<file path="config.mk">
export PLATFORM = sky130hd
export DESIGN_NAME = ct_mod_chain
export DESIGN_NICKNAME = d
export VERILOG_FILES = /design/src/rtl/ct_mod_chain.sv
export SDC_FILE = /design/constraint.sdc
export NUM_CORES = 1
export LEC_CHECK = 0
export ABC_AREA = 1
export CORE_MARGIN = 1
export CORE_UTILIZATION = 60
export DETAILED_ROUTE_END_ITERATION = 8
export PLACE_DENSITY = 0.94
export SYNTH_ARGS = -nofsm -noshare
export SYNTH_HDL_FRONTEND = slang
export SYNTH_SLANG_ARGS = --single-unit
</file>
<file path="constraint.sdc">
create_clock -name clk -period 8.1 [get_ports clk]
set_clock_uncertainty 0.1 [all_clocks]
set_input_delay 2.025 -clock clk [delete_from_list [all_inputs] [get_ports clk]]
set_output_delay 2.025 -clock clk [all_outputs]
set_load 0.005 [all_outputs]
</file>
<file path="src/rtl/ct_mod_chain.sv">
// Cascade of NUM_STAGES run-time modulo-N counters (stage 0 least significant)
// with up/down counting, synchronous clear/load and per-stage terminal flags.
module ct_mod_chain #(
    parameter int NUM_STAGES = 3,
    parameter int W          = 7
) (
    input  logic                    clk,
    input  logic                    rst,
    input  logic                    en,
    input  logic                    up,
    input  logic                    clr,
    input  logic                    ld,
    input  logic [NUM_STAGES*W-1:0] ld_val,
    input  logic [NUM_STAGES*W-1:0] N,
    output logic [NUM_STAGES*W-1:0] ct_out,
    output logic [NUM_STAGES-1:0]   z,
    output logic                    tc
);

    logic [NUM_STAGES*W-1:0] ct_q;
    logic [NUM_STAGES*W-1:0] ct_d;
    logic [NUM_STAGES-1:0]   step;

    // N-1 widened by one bit so N=0 cannot wrap to a small value
    function automatic logic [W:0] n_minus_1(input logic [W-1:0] n);
        return {1'b0, n} - {{W{1'b0}}, 1'b1};
    endfunction

    function automatic logic is_degenerate(input logic [W-1:0] n);
        return (n <= W'(1));
    endfunction

    function automatic logic term_flag(input logic [W-1:0] ct,
                                       input logic [W-1:0] n,
                                       input logic         dir_up);
        logic [W:0] nm1;
        nm1 = n_minus_1(n);
        if (is_degenerate(n))
            return 1'b1;
        else if (dir_up)
            return ({1'b0, ct} == nm1);
        else
            return (ct == '0);
    endfunction

    // Compare-and-wrap; out-of-range counts fall onto the wrap target
    function automatic logic [W-1:0] step_val(input logic [W-1:0] ct,
                                              input logic [W-1:0] n,
                                              input logic         dir_up);
        logic [W:0] nm1;
        nm1 = n_minus_1(n);
        if (is_degenerate(n))
            return '0;
        else if (dir_up)
            return ({1'b0, ct} >= nm1) ? '0 : ct + W'(1);
        else
            return ((ct == '0) || (ct >= n)) ? nm1[W-1:0] : ct - W'(1);
    endfunction

    function automatic logic [W-1:0] load_val(input logic [W-1:0] v,
                                              input logic [W-1:0] n);
        return (v >= n) ? '0 : v;
    endfunction

    always_comb begin
        z = '0;
        for (int i = 0; i < NUM_STAGES; i++)
            z[i] = term_flag(ct_q[i*W +: W], N[i*W +: W], up);
    end

    // Carry ripple: a stage steps only when every lower stage is terminal
    always_comb begin
        logic carry;
        carry = en;
        step  = '0;
        for (int i = 0; i < NUM_STAGES; i++) begin
            step[i] = carry;
            carry   = carry & z[i];
        end
    end

    always_comb begin
        ct_d = ct_q;
        for (int i = 0; i < NUM_STAGES; i++) begin
            if (clr)
                ct_d[i*W +: W] = '0;
            else if (ld)
                ct_d[i*W +: W] = load_val(ld_val[i*W +: W], N[i*W +: W]);
            else if (step[i])
                ct_d[i*W +: W] = step_val(ct_q[i*W +: W], N[i*W +: W], up);
        end
    end

    always_ff @(posedge clk or negedge rst) begin
        if (!rst)
            ct_q <= '0;
        else
            ct_q <= ct_d;
    end

    assign ct_out = ct_q;
    assign tc     = en & (&z);

endmodule

</file>
# Word level (Yosys, flattened, before mapping)
# Cells that the tools add are included.
# word_totals
latchBits,0
romBits,0
inputBits,48
register_bits,21
mem_bits_rw,0
n_memories,0
# classes
n_div,0
shifts,0
bitwise_logic,3
mul,0
eq_ne,3
reduce_logical,10
magnitude_cmp,12
mux,30
n_addsub,9
# op_table
operator,n
7-bit 2-to-1 mux,24
7-bit >= comparator,6
7-bit by 8-bit == test with 1-bit output,3
7-bit by 8-bit >= comparator with 1-bit output,3
7-bit by 1-bit subtractor with 8-bit output (second input constant),3
7-bit by 1-bit adder with 7-bit output (second input constant),3
7-bit by 1-bit less-or-equal comparator with 1-bit output (second input constant),3
7-bit zero test,3
7-bit by 1-bit subtractor with 7-bit output (second input constant),3
3-bit nonzero test,3
1-bit 2-to-1 mux,6
1-bit bitwise AND,3
1-bit logical OR,3
3-bit AND reduction,1

# Depth between registers and ports, before layout
# Gate-level depths: netlist (run 1).
# depth
ltp_word,9
mapped_depth,17
depth_no_buf,17

# Least setup slack after synthesis (run 1)
# OpenSTA, ideal clock, no wires.
# synth_path
kind,input port to output port
from,input N[8]
to,output tc
arrival_ns,3.592
t_required_ns,5.975
stages,12
setup_slack_ns,2.383
cell_sequence,inv_1 > ha_1 > nand2_1 > o21ai_0 > inv_1 > ha_1 > nand3_1 > inv_1 > nand4_1 > nand2_2 > nand3_4 > a31oi_1
# synth_between
elab_chain_len,6
elab_cells_between_ends,7
cone_classes,add/sub (1); order compare (1); eq/ne (1); mux (2); bitwise (1); reduce/logical (1)
# synth_rtl
element,line_no,text
from (decl),14,"input logic [NUM_STAGES*W-1:0] N,"
7-bit by 1-bit subtractor with 8-bit output,26,"return {1'b0, n} - {{W{1'b0}}, 1'b1};"
7-bit by 8-bit == test with 1-bit output,41,"return ({1'b0, ct} == nm1);"
1-bit 2-to-1 mux,40,else if (dir_up)
1-bit 2-to-1 mux *,38,if (is_degenerate(n))
net z[1],16,"output logic [NUM_STAGES-1:0] z,"
3-bit AND reduction *,102,assign tc = en & (&z);
1-bit bitwise AND *,102,
to (decl),17,output logic tc
# Mark *: on every way through the listed nets, which the timed path passes. The rest lies on a longest branch.

# Final worst setup path (run 1)
# layout_path
from,input N[7]
to,output tc
# layout_between
elab_chain_len,6
elab_cells_between_ends,7
cone_classes,add/sub (1); order compare (1); eq/ne (1); mux (2); bitwise (1); reduce/logical (1)
# layout_rtl
element,line_no
7-bit by 1-bit subtractor with 8-bit output,26
7-bit by 8-bit == test with 1-bit output,41
1-bit 2-to-1 mux,40
1-bit 2-to-1 mux *,38
3-bit AND reduction *,102
1-bit bitwise AND *,102
# Every way passes the cells marked *; elsewhere a longest branch is shown, timed or not.

==> flow_summary.ini, run 1 <==
[cells_and_area]
nFillCells = 661
drive_gt1_frac = 0.0377
finalNetCount = 1002
largest_reg_flops = 21
num_antenna_cells = 0
area_growth_pct = 17.6

[cts]
cts.htree.levels = 1
ctsResizeCount = 0
post_cts_buffers = 0
clock-sinks = 21
cts_tree = done
clock_latency_ps = 270
clk_pin_slew_ps = 80
cts_buffer_depth = 2
clockRootBuffer = clkbuf_8
ctsHoldBuffers = 0
cts_buffers = 3

[critical_path]
critical-path-max-stage-delay_ps = 520
cp_common_cell = inv_1
arrival_ps = 4840
crit_buf_inv = 5
path_max_fanout = 5
worst-setup-path-type = in -> out
crit_chain = clkdlybuf4s50_1 > inv_1 > ha_1 > nand2_1 > o21ai_0 > inv_1 > ha_1 > nand3_1 > inv_1 > nand4_1 > nand2_2 > nand3_4 > a31oi_1 > clkdlybuf4s50_1
crit_family = buffers and inverters
start_kind = input port
cp.required_ps = 5980
end_kind = output port
slowest_stage = clkdlybuf4s50_1

[global_route]
use_met3 = 0.0477
grt_pass1_vias = 5396
antenna_found_initial = 0
grtUsageMet2 = 0.637
grt_max_degree = 27
grt_overflow = 0
gr-usage-met1 = 0.404
busiest_layer = met2
grt_usage = 0.348
grt_pass1_wl_um = 23800

[power]
ir_worst_vdd_v = 0.000108
switchingPower_uw = 314
p_int_uw = 320
clockPowerShare = 0.111
swShare = 0.495
p_per_area_nw_per_um2 = 113
sequentialPowerShare = 0.242
p_leak_nw = 3.20
power_frac_comb = 0.647

[yosys]
synth.top_cell.area_share = 0.204
syn_avg_cell_area_um2 = 5.90
syn_inst = 810
synth_top_area_cell = ha_1
synth-seq-cells = 21
synthArstFlopShare = 1.00
synth_edf_count = 0
synth_cell_types = 34
syn_nets = 936
yosys-top-cells-count = 234 x nand2_1, 137 x nand3_1, 135 x inv_1, 78 x ha_1, 55 x nor2_1
ys.flop_type = dfrtp_1
ys_warn_count = 0
syn_area_um2 = 4780
synth_area_leaders = ha_1 20%, nand2_1 18%, nand3_1 14%
ys_seq_area_frac = 0.110
yosys.cell_count.top_type = nand2_1

[routing]
viasPerCell = 5.70
routed-via-count = 5566
wl_um = 14100
firstDrtPassIters = 5
drt_iter0_drc = 421
ant_nets = 0
wire_per_inst_um = 14.5
drc = 0

[timing]
whs_ps = 546
finalMaxSlewViolations = 0
fmax_mhz = 144
finalSetupTns_ps = 0
timing.final.ws_setup_ps = 1140
post-route-min-period_ps = 6960
rsz0062_at_grt = false
relSlewSlack = 0.346
tightest_slew_ps = 977
hold_violations = 0
finalSetupViolations = 0
period_share = 0.859

[placed_design]
io_buffers = 72
dp_worst_setup_slack_ps = 1120
gp_congestion = 0.955
hpwl_um = 11500

[floorplan]
core_um2 = 7730
ios = 73
die_area_um2 = 8320
fp.dieW_um = 91.2
start_util = 0.618
rows = 32
die_h_um = 91.2

[worst_hold_path]
hold_path.class = reg -> reg

[run_status]
status = completed

[flow_run]
max_cap_viol_count = 0
==> layout by cell type (no fill, tap or decap), types with 2 or more instances in the layout <==
master           count
nor2_4               4
xnor2_1              3
nand3b_1             2
o21ai_1              4
clkdlybuf4s50_1     72
o21bai_1             2
o211ai_1             3
nor2_2              10
nand3_2              5
nor2_1              55
o21a_1               3
o21ai_0             33
nand2_2              2
ha_1                78
clkbuf_8             3
dfrtp_1             21
nand3_1            137
nor3_2               2
a21oi_1             21
nand2_1            234
inv_1              135
xor2_1              18
nand4_1             17
==> layer usage <==
layer / vias to the layer above / share of wire
met5: - / 0
met4: 0 / 0.038
met3: 52 / 0.062
met2: 233 / 0.49
met1: 2519 / 0.41
li1: 2762 / -
==> tightest hold or removal path, stage by stage (launching register included) <==
cell	delay, ps
dfrtp_1	470
nand2_1	100
nand2_1	50
==> metrics by stage <==
step / power, mW / utilization / area (um^2) / std cells
after floorplan: 0.421 / - / 4780 / 810
after global placement: 0.542 / 0.721 / 5570 / 973
after detailed placement: 0.558 / 0.721 / 5570 / 973
after CTS: 0.630 / 0.727 / 5620 / 977
after global routing: 0.696 / 0.727 / 5620 / 977
final: 0.634 / 0.727 / 5620 / 977
==> path summary, 6_finish.rpt <==
| check | to | cells after the start | startpoint | slack, ps |
|---|---|---|---|---|
| max | tc | 14 | N[7] | 1140 |
| min | ct_out[14] | 2 | ct_out[14] | 550 |
| max reg2reg | ct_out[13] | 11 | ct_out[9] | 5520 |
| min reg2reg | ct_out[14] | 2 | ct_out[14] | 550 |
| max in group asynchronous | ct_out[7] | 1 | rst | 5110 |
| min in group asynchronous | ct_out[15] | 1 | rst | 2190 |
==> area by class of cell <==
| cell class | instances | area, um^2 | share of cell area |
|---|---|---|---|
| Clock buffer | 3 | 41.3 | 0.00735 |
| Timing Repair Buffer | 73 | 728 | 0.130 |
| Multi-Input combinational cell | 640 | 3670 | 0.654 |
| Tap cell | 102 | 128 | 0.0227 |
| Inverter | 137 | 514 | 0.0916 |
| Clock inverter | 1 | 5.00 | 0.000891 |
| Sequential cell | 21 | 526 | 0.0936 |
==> power by group through the flow <==
| stage | clock network, mW | registers [mW] | logic (mW) |
|---|---|---|---|
| 6_report | 0.0706 | 0.153 | 0.410 |
| 5_1_grt | 0.0752 | 0.155 | 0.465 |
| 3_5_place_dp | 0 | 0.154 | 0.404 |
| 4_1_cts | 0.0713 | 0.152 | 0.406 |
| 2_1_floorplan | 0 | 0.138 | 0.282 |
| 3_3_place_gp | 0 | 0.153 | 0.389 |
==> kinds of logic after synthesis <==
| group | Yosys count | synth area share |
|---|---|---|
| and+or+nand+nor | 472 | 0.444 |
| AOI/OAI and AO/OA | 69 | 0.0820 |
| DFF | 21 | 0.110 |
| xor gates and xnor gates | 21 | 0.0385 |
| adders and majority gates | 78 | 0.204 |
| buffers and inverters | 149 | 0.121 |
No activity file was read; power rests on OpenSTA's default activity.
==> run 2, diff against run 1 <==
--- a/config.mk
+++ b/config.mk
@@ -10,6 +10,7 @@
 export CORE_UTILIZATION = 60
 export DETAILED_ROUTE_END_ITERATION = 8
 export PLACE_DENSITY = 0.94
+export SLEW_MARGIN = 10
 export SYNTH_ARGS = -nofsm -noshare
 export SYNTH_HDL_FRONTEND = slang
 export SYNTH_SLANG_ARGS = --single-unit
==> results of run 2 <==
The final DEF is identical to that of run 1; final timing and power are the same.
==> run 3, diff against run 2 <==
--- a/config.mk
+++ b/config.mk
@@ -9,6 +9,8 @@
 export CORE_MARGIN = 1
 export CORE_UTILIZATION = 60
 export DETAILED_ROUTE_END_ITERATION = 8
+export GPL_ROUTABILITY_DRIVEN = 0
+export GPL_TIMING_DRIVEN = 0
 export PLACE_DENSITY = 0.94
 export SLEW_MARGIN = 10
 export SYNTH_ARGS = -nofsm -noshare
==> run 3 against run 2 <==
Effect of this change: non-clock buffer count up 10; clock-buffer cell count is 1 higher; register-to-register slack better by 40 ps; utilization rose by 0.57 points; critical endpoint unchanged; maximum frequency shrank 2.8%; routed wire length rose by 0.42%; largest power group unchanged; combinational power is 3% higher; largest cell class unchanged; critical path depth unchanged.
==> flow_summary.ini, run 3 (synthesis results as in run 1) <==
[cts]
ctsHoldBuffers = 0
cts_buffer_depth = 2
cts_tree = done
post_cts_buffers = 0
clock_latency_ps = 260
clk_pin_slew_ps = 80
cts_buffers = 3
ctsResizeCount = 0
clockRootBuffer = clkbuf_8
clock-sinks = 21
cts.htree.levels = 1

[routing]
wire_per_inst_um = 14.4
routed-via-count = 5693
ant_nets = 0
viasPerCell = 5.77
firstDrtPassIters = 6
drt_iter0_drc = 425
wl_um = 14200
drc = 0

[critical_path]
crit_chain = clkdlybuf4s50_1 > inv_1 > ha_1 > nand2_1 > o21ai_0 > inv_1 > ha_1 > nand3_1 > inv_1 > nand4_1 > nand2_2 > nand3_4 > a31oi_1 > clkdlybuf4s50_1
critPathLaunch = N[7]
crit_family = buffers and inverters
start_kind = input port
slowest_stage = clkdlybuf4s50_1
critical-path-max-stage-delay_ps = 540
worst-setup-path-type = in -> out
path_max_fanout = 5
cp_common_cell = inv_1
r2r-end = ct_out[7]
reg2reg_slack_ps = 5560
arrival_ps = 5030
cp.depth = 14
cp.required_ps = 5980
reg2reg_from = ct_out[7]
worstSetupEndpoint = tc
ff2ff_path_depth = 13
crit_buf_inv = 5
end_kind = output port

[flow_run]
max_cap_viol_count = 0

[global_route]
grt_pass1_vias = 5554
grt_overflow = 0
antenna_found_initial = 0
grt_max_degree = 22
grt_usage = 0.348
grt_pass1_wl_um = 24100

[timing]
finalSetupTns_ps = 0
rsz0062_at_grt = false
period_share = 0.884
finalMaxSlewViolations = 0
fmax_mhz = 140
post-route-min-period_ps = 7160
finalSetupViolations = 0
relSlewSlack = 0.342
hold_violations = 0
tightest_slew_ps = 984

[floorplan]
ios = 73
die_h_um = 91.2
start_util = 0.618
rows = 32
fp.dieW_um = 91.2
core_um2 = 7730
die_area_um2 = 8320

[cells_and_area]
drive_gt1_frac = 0.0395
largest_reg_flops = 21
num_antenna_cells = 0
finalNetCount = 1012
most-common-layout-cells = 234 x nand2_1, 137 x nand3_1, 135 x inv_1
final_common_cell = nand2_1
final_util = 0.732
final_cells = 987
area_growth_pct = 18.5

[placed_design]
hpwl_um = 11300
placedCellCount = 983
io_buffers = 71

[power]
p_per_area_nw_per_um2 = 113
p_leak_nw = 3.22
ir_worst_vdd_v = 0.0000915

[worst_hold_path]
hold_path.class = reg -> reg

[run_status]
status = completed
run 3: report_power, final:
group	switching (mW)	internal (mW)	total (mW)
Combinational	0.250	0.173	0.422
Sequential	0.0327	0.115	0.148
Clock	0.0357	0.0351	0.0708
Total	0.318	0.323	0.641
run 3: final cells by class:
| type | count | area, um^2 |
|---|---|---|
| inverters | 137 | 514 |
| plain buffers | 12 | 62.6 |
| fillers | 613 | 2070 |
| well taps | 102 | 128 |
| clock buffers | 4 | 45.0 |
| repair buffers | 71 | 711 |
| multi-input cells | 640 | 3670 |
| flip-flops and latches | 21 | 526 |
run 3: through the flow:
step | hold slack, ps | instance area [um^2] | setup WS [ps] | total power, mW
after floorplan | 456 | 4780 | 2380 | 0.421
after global placement | 494 | 5610 | 1090 | 0.536
after detailed placement | 513 | 5610 | 971 | 0.558
after CTS | 553 | 5660 | 965 | 0.628
after global routing | 574 | 5660 | 800 | 0.699
final | 565 | 5660 | 942 | 0.641
run 3: how the worst min path moves through the flow:
stage	slack, ps	cells after the start	startpoint	end
after floorplan	460	2	ct_out[0]	ct_out[0]
after global placement	490	2	ct_out[7]	ct_out[7]
after detailed placement	510	2	ct_out[7]	ct_out[7]
after CTS	550	2	ct_out[0]	ct_out[0]
after global routing	570	2	ct_out[14]	ct_out[14]
final	570	2	ct_out[0]	ct_out[0]
run 3: routing by layer:
| metal | wire, um | vias up | track usage |
|---|---|---|---|
| met5 | 0 | - | 0 |
| met4 | 439 | 0 | 0.118 |
| met3 | 1230 | 59 | 0.0419 |
| met2 | 6680 | 327 | 0.616 |
| met1 | 5840 | 2542 | 0.435 |
| li1 | - | 2765 | - |
run 3: worst register-to-register path, cell delays in order (launching register included):
cell,delay [ps]
dfrtp_1,480
inv_1,230
ha_1,350
nand2_1,60
nand3_1,70
nand2_1,80
nand2_1,190
nand3_1,280
o21ai_0,250
nor2_1,60
nand2_1,60
nand2_1,50
nand3_1,100
nand2_1,70
